$ cat src/rtl/ysyx_23060184_lsu_pkg.sv
// Shared encodings for the load/store unit: access codes, bus
// response codes and LSU FSM states.
package ysyx_23060184_lsu_pkg;

   localparam int WMASK_LENGTH   = 2;
   localparam int ROPCODE_LENGTH = 3;

   localparam logic [WMASK_LENGTH-1:0] WRITE_BYTE = 2'd0;
   localparam logic [WMASK_LENGTH-1:0] WRITE_HALF = 2'd1;
   localparam logic [WMASK_LENGTH-1:0] WRITE_WORD = 2'd2;

   localparam logic [ROPCODE_LENGTH-1:0] READ_BYTE  = 3'd0;
   localparam logic [ROPCODE_LENGTH-1:0] READ_BYTEU = 3'd1;
   localparam logic [ROPCODE_LENGTH-1:0] READ_HALF  = 3'd2;
   localparam logic [ROPCODE_LENGTH-1:0] READ_HALFU = 3'd3;
   localparam logic [ROPCODE_LENGTH-1:0] READ_WORD  = 3'd4;

   localparam logic [1:0] AXI_RESP_OKAY = 2'b00;

   typedef enum logic [2:0] {
      LSU_IDLE = 3'd0,
      LSU_AR   = 3'd1,
      LSU_R    = 3'd2,
      LSU_AW_W = 3'd3,
      LSU_B    = 3'd4,
      LSU_DONE = 3'd5
   } lsu_state_e;

endpackage

$ cat src/rtl/ysyx_23060184_LSU_Align.sv
// Byte-lane steering: store strobes/shift, load extract/extend and
// alignment check. Purely combinational.
module ysyx_23060184_LSU_Align
   import ysyx_23060184_lsu_pkg::*;
(
   input  logic [1:0]                off_i,
   input  logic                      is_rd_i,
   input  logic [WMASK_LENGTH-1:0]   wmask_i,
   input  logic [ROPCODE_LENGTH-1:0] ropcode_i,
   input  logic [31:0]               wdata_i,
   input  logic [31:0]               bus_rdata_i,
   output logic [3:0]                wstrb_o,
   output logic [31:0]               wdata_o,
   output logic [31:0]               rdata_o,
   output logic                      misalign_o
);

   logic [31:0] sh;
   logic        half_mis;
   logic        word_mis;

   assign sh       = bus_rdata_i >> {off_i, 3'b000};
   assign wdata_o  = wdata_i << {off_i, 3'b000};
   assign half_mis = off_i[0];
   assign word_mis = |off_i;

   always_comb begin
      wstrb_o = 4'b1111;
      unique case (wmask_i)
         WRITE_BYTE: wstrb_o = 4'b0001 << off_i;
         WRITE_HALF: wstrb_o = 4'b0011 << off_i;
         default:    wstrb_o = 4'b1111;
      endcase
   end

   always_comb begin
      rdata_o = sh;
      unique case (ropcode_i)
         READ_BYTE:  rdata_o = {{24{sh[7]}}, sh[7:0]};
         READ_BYTEU: rdata_o = {24'd0, sh[7:0]};
         READ_HALF:  rdata_o = {{16{sh[15]}}, sh[15:0]};
         READ_HALFU: rdata_o = {16'd0, sh[15:0]};
         default:    rdata_o = sh;
      endcase
   end

   always_comb begin
      misalign_o = 1'b0;
      if (is_rd_i) begin
         unique case (ropcode_i)
            READ_HALF, READ_HALFU: misalign_o = half_mis;
            READ_BYTE, READ_BYTEU: misalign_o = 1'b0;
            default:               misalign_o = word_mis;
         endcase
      end else begin
         unique case (wmask_i)
            WRITE_HALF: misalign_o = half_mis;
            WRITE_BYTE: misalign_o = 1'b0;
            default:    misalign_o = word_mis;
         endcase
      end
   end

endmodule

$ cat src/rtl/ysyx_23060184_lsu.sv
// Load/store unit: turns decoded memory requests into single
// outstanding AXI4-Lite read or write transactions.
module ysyx_23060184_lsu
   import ysyx_23060184_lsu_pkg::*;
#(
   parameter int ADDR_W = 32
) (
   input  logic                      clk,
   input  logic                      rstn,
   input  logic                      in_valid,
   output logic                      in_ready,
   input  logic                      MemRead,
   input  logic                      MemWrite,
   input  logic [WMASK_LENGTH-1:0]   Wmask,
   input  logic [ROPCODE_LENGTH-1:0] Ropcode,
   input  logic [ADDR_W-1:0]         addr,
   input  logic [31:0]               wdata,
   output logic                      out_valid,
   input  logic                      out_ready,
   output logic [31:0]               rdata,
   output logic                      err,
   output logic [ADDR_W-1:0]         m_araddr,
   output logic                      m_arvalid,
   input  logic                      m_arready,
   input  logic [31:0]               m_rdata,
   input  logic [1:0]                m_rresp,
   input  logic                      m_rvalid,
   output logic                      m_rready,
   output logic [ADDR_W-1:0]         m_awaddr,
   output logic                      m_awvalid,
   input  logic                      m_awready,
   output logic [31:0]               m_wdata,
   output logic [3:0]                m_wstrb,
   output logic                      m_wvalid,
   input  logic                      m_wready,
   input  logic [1:0]                m_bresp,
   input  logic                      m_bvalid,
   output logic                      m_bready
);

   lsu_state_e                state_q, state_d;
   logic [ADDR_W-1:0]         addr_q, addr_d;
   logic [ROPCODE_LENGTH-1:0] rop_q, rop_d;
   logic [31:0]               wdata_q, wdata_d;
   logic [3:0]                wstrb_q, wstrb_d;
   logic [31:0]               rdata_q, rdata_d;
   logic                      err_q, err_d;
   logic                      aw_done_q, aw_done_d;
   logic                      w_done_q, w_done_d;

   logic                      idle;
   logic [1:0]                al_off;
   logic [ROPCODE_LENGTH-1:0] al_rop;
   logic [3:0]                al_wstrb;
   logic [31:0]               al_wdata;
   logic [31:0]               al_rdata;
   logic                      al_mis;

   assign idle = (state_q == LSU_IDLE);

   // Incoming request drives the aligner at accept; later, the latched one.
   assign al_off = idle ? addr[1:0] : addr_q[1:0];
   assign al_rop = idle ? Ropcode : rop_q;

   ysyx_23060184_LSU_Align u_align (
      .off_i       (al_off),
      .is_rd_i     (MemRead),
      .wmask_i     (Wmask),
      .ropcode_i   (al_rop),
      .wdata_i     (wdata),
      .bus_rdata_i (m_rdata),
      .wstrb_o     (al_wstrb),
      .wdata_o     (al_wdata),
      .rdata_o     (al_rdata),
      .misalign_o  (al_mis)
   );

   always_comb begin
      state_d   = state_q;
      addr_d    = addr_q;
      rop_d     = rop_q;
      wdata_d   = wdata_q;
      wstrb_d   = wstrb_q;
      rdata_d   = rdata_q;
      err_d     = err_q;
      aw_done_d = aw_done_q;
      w_done_d  = w_done_q;
      unique case (state_q)
         LSU_IDLE: begin
            if (in_valid) begin
               addr_d    = addr;
               rop_d     = Ropcode;
               wdata_d   = MemWrite ? al_wdata : 32'd0;
               wstrb_d   = MemWrite ? al_wstrb : 4'd0;
               rdata_d   = 32'd0;
               err_d     = 1'b0;
               aw_done_d = 1'b0;
               w_done_d  = 1'b0;
               if (MemRead && MemWrite) begin
                  err_d   = 1'b1;
                  state_d = LSU_DONE;
               end else if ((MemRead || MemWrite) && al_mis) begin
                  err_d   = 1'b1;
                  state_d = LSU_DONE;
               end else if (MemRead) begin
                  state_d = LSU_AR;
               end else if (MemWrite) begin
                  state_d = LSU_AW_W;
               end else begin
                  state_d = LSU_DONE;
               end
            end
         end
         LSU_AR: begin
            if (m_arready) state_d = LSU_R;
         end
         LSU_R: begin
            if (m_rvalid) begin
               err_d   = (m_rresp != AXI_RESP_OKAY);
               rdata_d = err_d ? 32'd0 : al_rdata;
               state_d = LSU_DONE;
            end
         end
         LSU_AW_W: begin
            aw_done_d = aw_done_q | m_awready;
            w_done_d  = w_done_q | m_wready;
            if (aw_done_d && w_done_d) state_d = LSU_B;
         end
         LSU_B: begin
            if (m_bvalid) begin
               err_d   = (m_bresp != AXI_RESP_OKAY);
               rdata_d = 32'd0;
               state_d = LSU_DONE;
            end
         end
         LSU_DONE: begin
            if (out_ready) state_d = LSU_IDLE;
         end
         default: state_d = LSU_IDLE;
      endcase
   end

   always_ff @(posedge clk or negedge rstn) begin
      if (!rstn) begin
         state_q   <= LSU_IDLE;
         addr_q    <= '0;
         rop_q     <= '0;
         wdata_q   <= '0;
         wstrb_q   <= '0;
         rdata_q   <= '0;
         err_q     <= 1'b0;
         aw_done_q <= 1'b0;
         w_done_q  <= 1'b0;
      end else begin
         state_q   <= state_d;
         addr_q    <= addr_d;
         rop_q     <= rop_d;
         wdata_q   <= wdata_d;
         wstrb_q   <= wstrb_d;
         rdata_q   <= rdata_d;
         err_q     <= err_d;
         aw_done_q <= aw_done_d;
         w_done_q  <= w_done_d;
      end
   end

   assign in_ready  = idle;
   assign out_valid = (state_q == LSU_DONE);
   assign rdata     = rdata_q;
   assign err       = err_q;
   assign m_araddr  = addr_q;
   assign m_arvalid = (state_q == LSU_AR);
   assign m_rready  = (state_q == LSU_R);
   assign m_awaddr  = addr_q;
   assign m_awvalid = (state_q == LSU_AW_W) && !aw_done_q;
   assign m_wvalid  = (state_q == LSU_AW_W) && !w_done_q;
   assign m_wdata   = wdata_q;
   assign m_wstrb   = wstrb_q;
   assign m_bready  = (state_q == LSU_B);

endmodule

$ cat config.mk
export PLATFORM = sky130hd
export DESIGN_NAME = ysyx_23060184_lsu
export DESIGN_NICKNAME = d
export VERILOG_FILES = /design/src/rtl/ysyx_23060184_lsu_pkg.sv /design/src/rtl/ysyx_23060184_LSU_Align.sv /design/src/rtl/ysyx_23060184_lsu.sv
export SDC_FILE = /design/constraint.sdc
export NUM_CORES = 1
export LEC_CHECK = 0
export ABC_CLOCK_PERIOD_IN_PS = 5000
export BUFFER_PORTS_ARGS = -buffer_cell sky130_fd_sc_hd__buf_2
export CELL_PAD_IN_SITES_DETAIL_PLACEMENT = 0
export CELL_PAD_IN_SITES_GLOBAL_PLACEMENT = 2
export CORE_UTILIZATION = 29
export DETAILED_ROUTE_END_ITERATION = 10
export PLACE_DENSITY_LB_ADDON = 0.15
export SLEW_MARGIN = 25
export SYNTH_ARGS = -nofsm -noshare
export SYNTH_HDL_FRONTEND = slang
export SYNTH_SLANG_ARGS = --single-unit
$ cat constraint.sdc
create_clock -name clk -period 5 [get_ports clk]
set_clock_uncertainty 0.15 [all_clocks]
set_input_delay 0.75 -clock clk [delete_from_list [all_inputs] [get_ports clk]]
set_output_delay 0.75 -clock clk [all_outputs]
set_load 0.1 [all_outputs]
======== Word-level counts from Yosys, hierarchy flattened ========
Index checks and enable logic that the tools add are counted.
Widths: inputs -> output; s select.
word-level totals
  flip-flop bits (word level) ............. 109
  bits of input ports ..................... 116
  output and inout bits ................... 140
  logic and storage cells ................. 86
operators by class
  eq/ne operators ......................... 15
  shifts and indexed selects .............. 4
  mux-type cells .......................... 34
  bitwise logic cells ..................... 2
  reduce and logical (&&, ||, !) cells .... 22
operator list
  cell                 count
  $mux 32              5
  $pmux 32 s4          1
  $pmux 32 s3          1
  $mux 3               11
  $shl 32x5->32        1
  $shr 32x5->32        1
  $pmux 3 s6           1
  $eq 3x2->1 const B   4
  $ne 2x2->1 const B   4
  $pmux 1 s2           4
  $pmux 4 s2           1
  $mux 1               7
  $eq 3x1->1 const B   2
  $eq 3x3->1 const B   2
  $logic_not 3->1      2
  $reduce_and 6->1     1
  $reduce_bool 2->1    3
  $reduce_or 2->1      3
  $logic_and 1x1->1    5
  $mux 4               1
  $ne 2x1->1 const B   2
  $reduce_and 2->1     2
  $reduce_and 4->1     1
  $shl 1x2->4 const A  1
  9 further kinds      11

======== Longest topological paths before layout ========
Gate-level depths: netlist of the first run.
  word-level depth ........................ 11
  depth in mapped cells ................... 8
  gate-level depth less buffers ........... 5

======== By module ========
Synthesis of the first run repeated with hierarchy kept, for this count alone.
unflattened totals
  cell total of the unflattened synthesis .. 692
  area total of the unflattened synthesis .. 6321.1 µm²
by module, submodules not included
  module                   times used  cells an instance  area an instance (µm²)  seq. area each (µm²)
  ysyx_23060184_lsu        1           473                4921.0                  2727.6
  ysyx_23060184_LSU_Align  1           219                1400.1                  0.0

======== Worst setup path after synthesis of the first run ========
No wires, ideal clock.
  kind .................................... reg-to-reg
  start ................................... reg state_q[1]
  end ..................................... reg rdata_q[25], in the netlist rdata[25]
  setup time .............................. 0.069 ns
  data arrival time ....................... 3.959 ns
  data required time ...................... 4.781 ns
  path slack .............................. 0.823 ns
  cell stages (with the launch flop) ...... 8
  path buffers ............................ 2
  period minus slack after synthesis ...... 4.177 ns
  path through ............................ dfrtp_1 -> buf_2 -> inv_1 -> nor3_1 -> nand3_1 -> nor4_2 -> buf_2 -> a221o_1
on the way
  elaborated cells on any way between the ends .. 19
RTL lines
  item                                                              line                      RTL
  start: declaration                                                ysyx_23060184_lsu.sv:41   lsu_state_e state_q, state_d;
  start signal: assignment                                          ysyx_23060184_lsu.sv:155  state_q <= state_d;
  $eq 3x2->1 (*)                                                    n/a
  net m_rready                                                      ysyx_23060184_lsu.sv:28   output logic m_rready,
  $ne 2x2->1 (no line) / $reduce_bool 3->1 (equally long branches)  n/a
  $reduce_and 4->1 (no line)                                        n/a
  end signal: assignment                                            ysyx_23060184_lsu.sv:160  rdata_q <= rdata_d;
  end: declaration                                                  ysyx_23060184_lsu.sv:46   logic [31:0] rdata_q, rdata_d;
The timed path passes the listed nets; every way through them passes the cells marked *. The select of a mux whose other input is x is not followed.
A chain may end at the register's enable or synchronous reset.

======== Final worst setup path of the first run ========
  start ................................... reg state_q[2]
  end ..................................... reg wdata_q[25], in the netlist m_wdata[25]
on the way
  word-level cells in the longest chain between the ends .. 4
  elaborated cells on any way between the ends .. 5
RTL lines
  item                    line                                              RTL
  $logic_not 3->1 (*)     ysyx_23060184_lsu.sv:59, ysyx_23060184_lsu.sv:88
  $mux 2                  ysyx_23060184_lsu.sv:62                           assign al_off = idle ? addr[1:0] : addr_q[1:0];
  $shl 32x5->32           ysyx_23060184_LSU_Align.sv:23                     assign wdata_o = wdata_i << {off_i, 3'b000};
  $mux 32                 ysyx_23060184_lsu.sv:93                           wdata_d = MemWrite ? al_wdata : 32'd0;
  end signal: assignment  ysyx_23060184_lsu.sv:158                          wdata_q <= wdata_d;
  end: declaration        ysyx_23060184_lsu.sv:44                           logic [31:0] wdata_q, wdata_d;
Every way passes the cells marked *; elsewhere a longest branch is shown, timed or not.

==> impl_metrics.tcl, run 1 <==
set metrics [dict create \
    status "finished clean" \
    finalCriticalPeriod_ns 3.41 \
    io_pins 256 \
    die_y_microns 141 \
    synth_top_area_frac 0.488 \
    synth_edf_count 0 \
    cts_tree "built" \
    multi_input_area_sq_um 2480 \
    gp_congestion 0.843 \
    route.vias.total 5124 \
    syn_area_sq_um 5590 \
    max_slew_margin 0.369 \
    ys_ff_latch 109 \
    vias_per_cell 4.99 \
    async_flop_share 1.00 \
    antenna_found_initial 4 \
    finalCritPeriodShare 0.682 \
    wl_per_cell_microns 18.3 \
    n_fill_cell 1989 \
    maxCapViolCount 0 \
    firstDrtPassIters 4 \
    crit_arrival_ns 3.47 \
    regArea_sq_um 2730 \
    startpoint_type "flop" \
    syn-num-nets 696 \
    fmax_ghz 0.293 \
    layout-drive-gt1-share 0.385 \
    fp.dieW_microns 141 \
    ys.flop_type "dfrtp_1" \
    cts_setup_buffers 0 \
    hold_path.class "in -> async" \
    yosysTopAreaCell "dfrtp_1" \
    grt_pass1_wl_microns 29000 \
    rows 50 \
    rsz0062_at_grt "no" \
    cts_resized 0 \
    final_nets 900 \
    hold_viol 0 \
    fin_setup_tns_ns 0 \
    drtIter0Drc 227 \
    crit_fanout 19 \
    ys_types 42 \
    postSynthAreaPerCell_sq_um 9.63 \
    htreeDepth 3 \
    initial_core_util 0.298 \
    dpl.hpwl_microns 13500 \
    antenna_left 0 \
    wl_microns 18800 \
    layout_common_cells "buf_2 (254), nand2_1 (164), dfrtp_1 (109)" \
    report.final.slew_viol_count 0 \
    grt_max_degree 73 \
    netlist_instances 580 \
    core_sq_um 18800 \
    worst_slew_pin_slew_ns 0.940 \
    finalSetupViolations 0 \
    cp-end-kind "flop" \
    final_common_cell "buf_2" \
    holdWs_ns 0.321 \
    numClockSinks 109 \
    insertion_delay_ns 0.35 \
    worstSetupPathType "reg -> reg" \
    cts_hold_buf 0 \
    clock_path_buffers 2 \
    cts_root_buffer "clkbuf_16" \
    ys_seq_area_frac 0.488 \
    clk_pin_slew_ns 0.07 \
    area_growth_pct 28.3 \
    grtUsageTotal 0.191 \
    synth_top_cells_by_area "dfrtp_1 (49%), nand2_1 (11%), mux2i_1 (5.7%)" \
    drcViolationCount 0 \
    gr-total-overflow 0 \
    cts_buffers 9 \
    die-area_sq_um 19800 \
    yosysWarnings 0 \
    port_buffers 255 \
    crit_required_ns 5.06 \
    grt_pass1_vias 4997 \
]
## worst max-delay path, cell delays in order (launching register included)
cell and delay, ns:
dfrtp_1 0.62, nor3_4 0.78, mux2i_4 0.65, buf_4 0.36, inv_1 0.11, nand3_1 0.38, o221ai_1 0.21
## flip-flops by register name, summed over array words and instances, names as in the netlist
name	flops
rop_q	3
aw_done_q	1
w_done_q	1
rdata	32
m_araddr	32
m_wdata	32
m_wstrb	4
err	1
state_q	3
## kinds of logic (layout without fill, tap and decap cells)
family | count (synthesis) | in the layout | share of synthesized area
other | 0 | 3 | 0
XOR/XNOR | 2 | 2 | 0.00314
multiplexers | 48 | 48 | 0.104
AND/OR/NAND/NOR | 214 | 214 | 0.161
flip-flops | 109 | 109 | 0.488
AO/OA/AOI/OAI | 130 | 130 | 0.166
buffers and inverters | 77 | 286 | 0.0770
## Yosys cell counts, types with 3 or more instances
library cell	number
buf_4	32
clkbuf_1	25
mux4_2	7
mux2_2	9
nor3_2	3
nand2_1	164
o221ai_1	9
mux2i_1	32
o21ai_0	35
o211ai_1	6
inv_1	6
a211oi_1	4
nor3_1	5
a21oi_1	20
nor2_1	14
a32oi_1	9
a22o_1	16
a211o_1	8
a221o_1	15
dfrtp_1	109
nand3_1	15
buf_2	11
## final timing paths
| path | to | startpoint | slack (ns) | cells after the start |
|---|---|---|---|---|
| min in group clk | m_wdata[10] | m_wdata[10] | 0.34 | 2 |
| max in group asynchronous | m_araddr[5] | rstn | 3.18 | 2 |
| hold reg to reg | m_wdata[10] | m_wdata[10] | 0.34 | 2 |
| setup / recovery | m_wdata[25] | state_q[2] | 1.59 | 6 |
| hold / removal | w_done_q | rstn | 0.32 | 1 |
| setup reg to reg | m_wdata[25] | state_q[2] | 1.59 | 6 |
## cell type report
type	instances	area share
Antenna cell	3	0.00105
Clock buffer	11	0.0339
Clock inverter	5	0.00611
Inverter	6	0.00314
Multi-Input combinational cell	394	0.346
Sequential cell	109	0.381
Tap cell	234	0.0408
Timing Repair Buffer	264	0.189
## per-layer routing
| metal | track usage | vias up | wire length, microns |
|---|---|---|---|
| li1 | - | 2431 | - |
| met1 | 0.256 | 2496 | 8500 |
| met2 | 0.299 | 176 | 8630 |
| met3 | 0.0513 | 19 | 1340 |
| met4 | 0.0601 | 2 | 268 |
| met5 | 0 | - | 13 |
## through the flow
stage | setup slack [ns] | util | cells | instance area (sq um)
2_1_floorplan | 0.823 | - | 580 | 5590
3_3_place_gp | 1.66 | 0.365 | 1006 | 6860
3_5_place_dp | 1.60 | 0.365 | 1006 | 6860
4_1_cts | 1.62 | 0.381 | 1022 | 7150
5_1_grt | 1.35 | 0.382 | 1024 | 7160
6_report | 1.59 | 0.382 | 1026 | 7170
Power of run 1 is not shown: default switching activity piles up to over one toggle a cycle in this logic, so the estimate is an artifact.
==> run 2, diff against run 1 <==
Settings changed: ABC_AREA set to 1, ABC_CLOCK_PERIOD_IN_PS 5000 to 2800, CORE_UTILIZATION 29 to 23.
Clock period 5 ns to 2.8 ns, I/O delays scaled along.
==> run 2 against run 1 <==
  * Synthesized cell count grew 35%
  * Critical endpoint is now m_awvalid
  * Non-clock buffer count increased by 8
  * Critical path type is now reg -> out
  * Flip-flop and latch count unchanged
==> impl_metrics.tcl, run 2 <==
set metrics [dict create \
    netlist_instances 785 \
    yosysWarnings 0 \
    port_buffers 255 \
    finalSetupViolations 0 \
    die_y_microns 161 \
    area_growth_pct 29.4 \
    status "finished clean" \
    cts_hold_buf 1 \
    numClockSinks 109 \
    slowest_delay_ns 0.45 \
    io_pins 256 \
    layout-drive-gt1-share 0.307 \
    async_flop_share 1.00 \
    rsz0062_at_grt "no" \
    drtIter0Drc 331 \
    worstPathCellList "inv_1 > nor3_1 > buf_4 > inv_1 > nor2_1 > buf_2" \
    ys_ff_latch 109 \
    diodes 0 \
    antenna_left 0 \
    antenna_found_initial 0 \
    layout_common_cells "nand2_1 (355), buf_2 (254), dfrtp_1 (109)" \
    wl_per_cell_microns 15.8 \
    slowest_stage "dfrtp_1" \
    syn-num-nets 901 \
    grt_pass1_vias 5467 \
    ys_types 30 \
    route.vias.total 5737 \
    cts_tree "built" \
    synth_top_cells_by_area "dfrtp_1 (47%), nand2_1 (23%), o21ai_0 (5.3%)" \
    cts_setup_buffers 0 \
    ys.flop_type "dfrtp_1" \
    gr-total-overflow 0 \
    final_nets 1114 \
    fmax_ghz 0.418 \
    finalCriticalPeriod_ns 2.39 \
    crit_fanout 5 \
    drcViolationCount 0 \
    worstSetupPathType "reg -> out" \
    dp_slack_ns 0.452 \
    initial_core_util 0.237 \
    die-area_sq_um 25900 \
    maxCapViolCount 0 \
    crit_arrival_ns 1.82 \
    insertion_delay_ns 0.36 \
    startpoint_type "flop" \
    ys_seq_area_frac 0.469 \
    wl_microns 21000 \
    cp-end-kind "output port" \
    fin_setup_tns_ns 0 \
    gp_congestion 0.767 \
    cts_root_buffer "clkbuf_16" \
    cts_buffers 9 \
    dpl.hpwl_microns 15900 \
    synth_top_area_frac 0.469 \
    core_sq_um 24500 \
    final_common_cell "nand2_1" \
    fp.dieW_microns 161 \
    grt_pass1_wl_microns 32100 \
    htreeDepth 3 \
    rows 57 \
    synth_commonest_cells "nand2_1 (355), dfrtp_1 (109), o21ai_0 (62)" \
    max_slew_margin 0.457 \
    report.final.slew_viol_count 0 \
    firstDrtPassIters 5 \
    finalCritPeriodShare 0.854 \
    crit_required_ns 2.23 \
    synth_edf_count 0 \
    hold_path.class "in -> reg" \
    cts_resized 0 \
    holdWs_ns 0.108 \
    n_fill_cell 2783 \
    cp_common_cell "inv_1" \
    worst_slew_pin_slew_ns 0.815 \
    clock_path_buffers 2 \
    worst_slack_ns 0.410 \
    syn_area_sq_um 5820 \
    hold_viol 0 \
    grtUsageTotal 0.161 \
    vias_per_cell 4.32 \
    synth_most_common_cell "nand2_1" \
    postSynthAreaPerCell_sq_um 7.41 \
    yosysTopAreaCell "dfrtp_1" \
    clk_pin_slew_ns 0.08 \
    grt_max_degree 71 \
]
## run 2: changes by cell type in the layout (fill, tap and decap cells not counted), sizes merged, moves of 8 or more
cell,before,now
nand2,164,361
nand3,15,36
a221o,15,0
inv,8,50
o221ai,9,1
o211ai,6,25
o21ai,36,74
mux2i,32,0
a22o,16,0
nor2,14,36
mux2,9,0
a211o,8,0
a32oi,9,0
## run 2: worst paths after layout
check                            startpoint           end  slack, ns  cells after the start
worst max-delay path             state_q[0]     m_awvalid       0.41                      6
worst min-delay path               addr[11]  m_araddr[11]       0.11                      3
worst max register to register   state_q[2]     rdata[24]       0.50                     10
worst min register to register  m_wdata[25]   m_wdata[25]       0.33                      2
max in group asynchronous              rstn  m_araddr[14]       1.30                      3
min in group asynchronous              rstn     aw_done_q       0.43                      2
## run 2: metrics by stage
stage	instances	instance area [sq um]	util
global placement	1310	7230	0.295
finish	1327	7530	0.307
CTS	1327	7530	0.307
detailed placement	1310	7230	0.295
floorplan	785	5820	-
global route	1327	7530	0.307
## run 2: cell families (layout without fill, tap and decap cells)
| logic type | count (synthesis) | after routing | synth area share |
|---|---|---|---|
| buffers and inverters | 118 | 336 | 0.104 |
| flip-flops | 109 | 109 | 0.469 |
| AND/OR/NAND/NOR | 438 | 438 | 0.308 |
| AO/OA/AOI/OAI | 120 | 120 | 0.119 |
## run 2: metal layers
metal | vias up | track usage | share of wire
met5 | - | 0 | 0
met4 | 0 | 0.0429 | 0.0099
met3 | 10 | 0.0229 | 0.050
met2 | 190 | 0.253 | 0.46
met1 | 2645 | 0.230 | 0.48
li1 | 2892 | - | -
## run 2: cell type report
type	instances	area, sq um	share of cell area
clock buffers	10	239	0.0318
clock inverters	6	45.0	0.00599
multi-input cells	558	2490	0.332
repair buffers	272	1430	0.191
well taps	324	405	0.0539
inverters	48	180	0.0239
flip-flops and latches	109	2730	0.362
## run 2: worst max-delay path, delay by kind of cell (launching register included)
family | cells | cell delay, ns
buffers and inverters | 4 | 0.74
flip-flops | 1 | 0.45
AND/OR/NAND/NOR | 2 | 0.26
Power of run 2 is left out for the same reason.
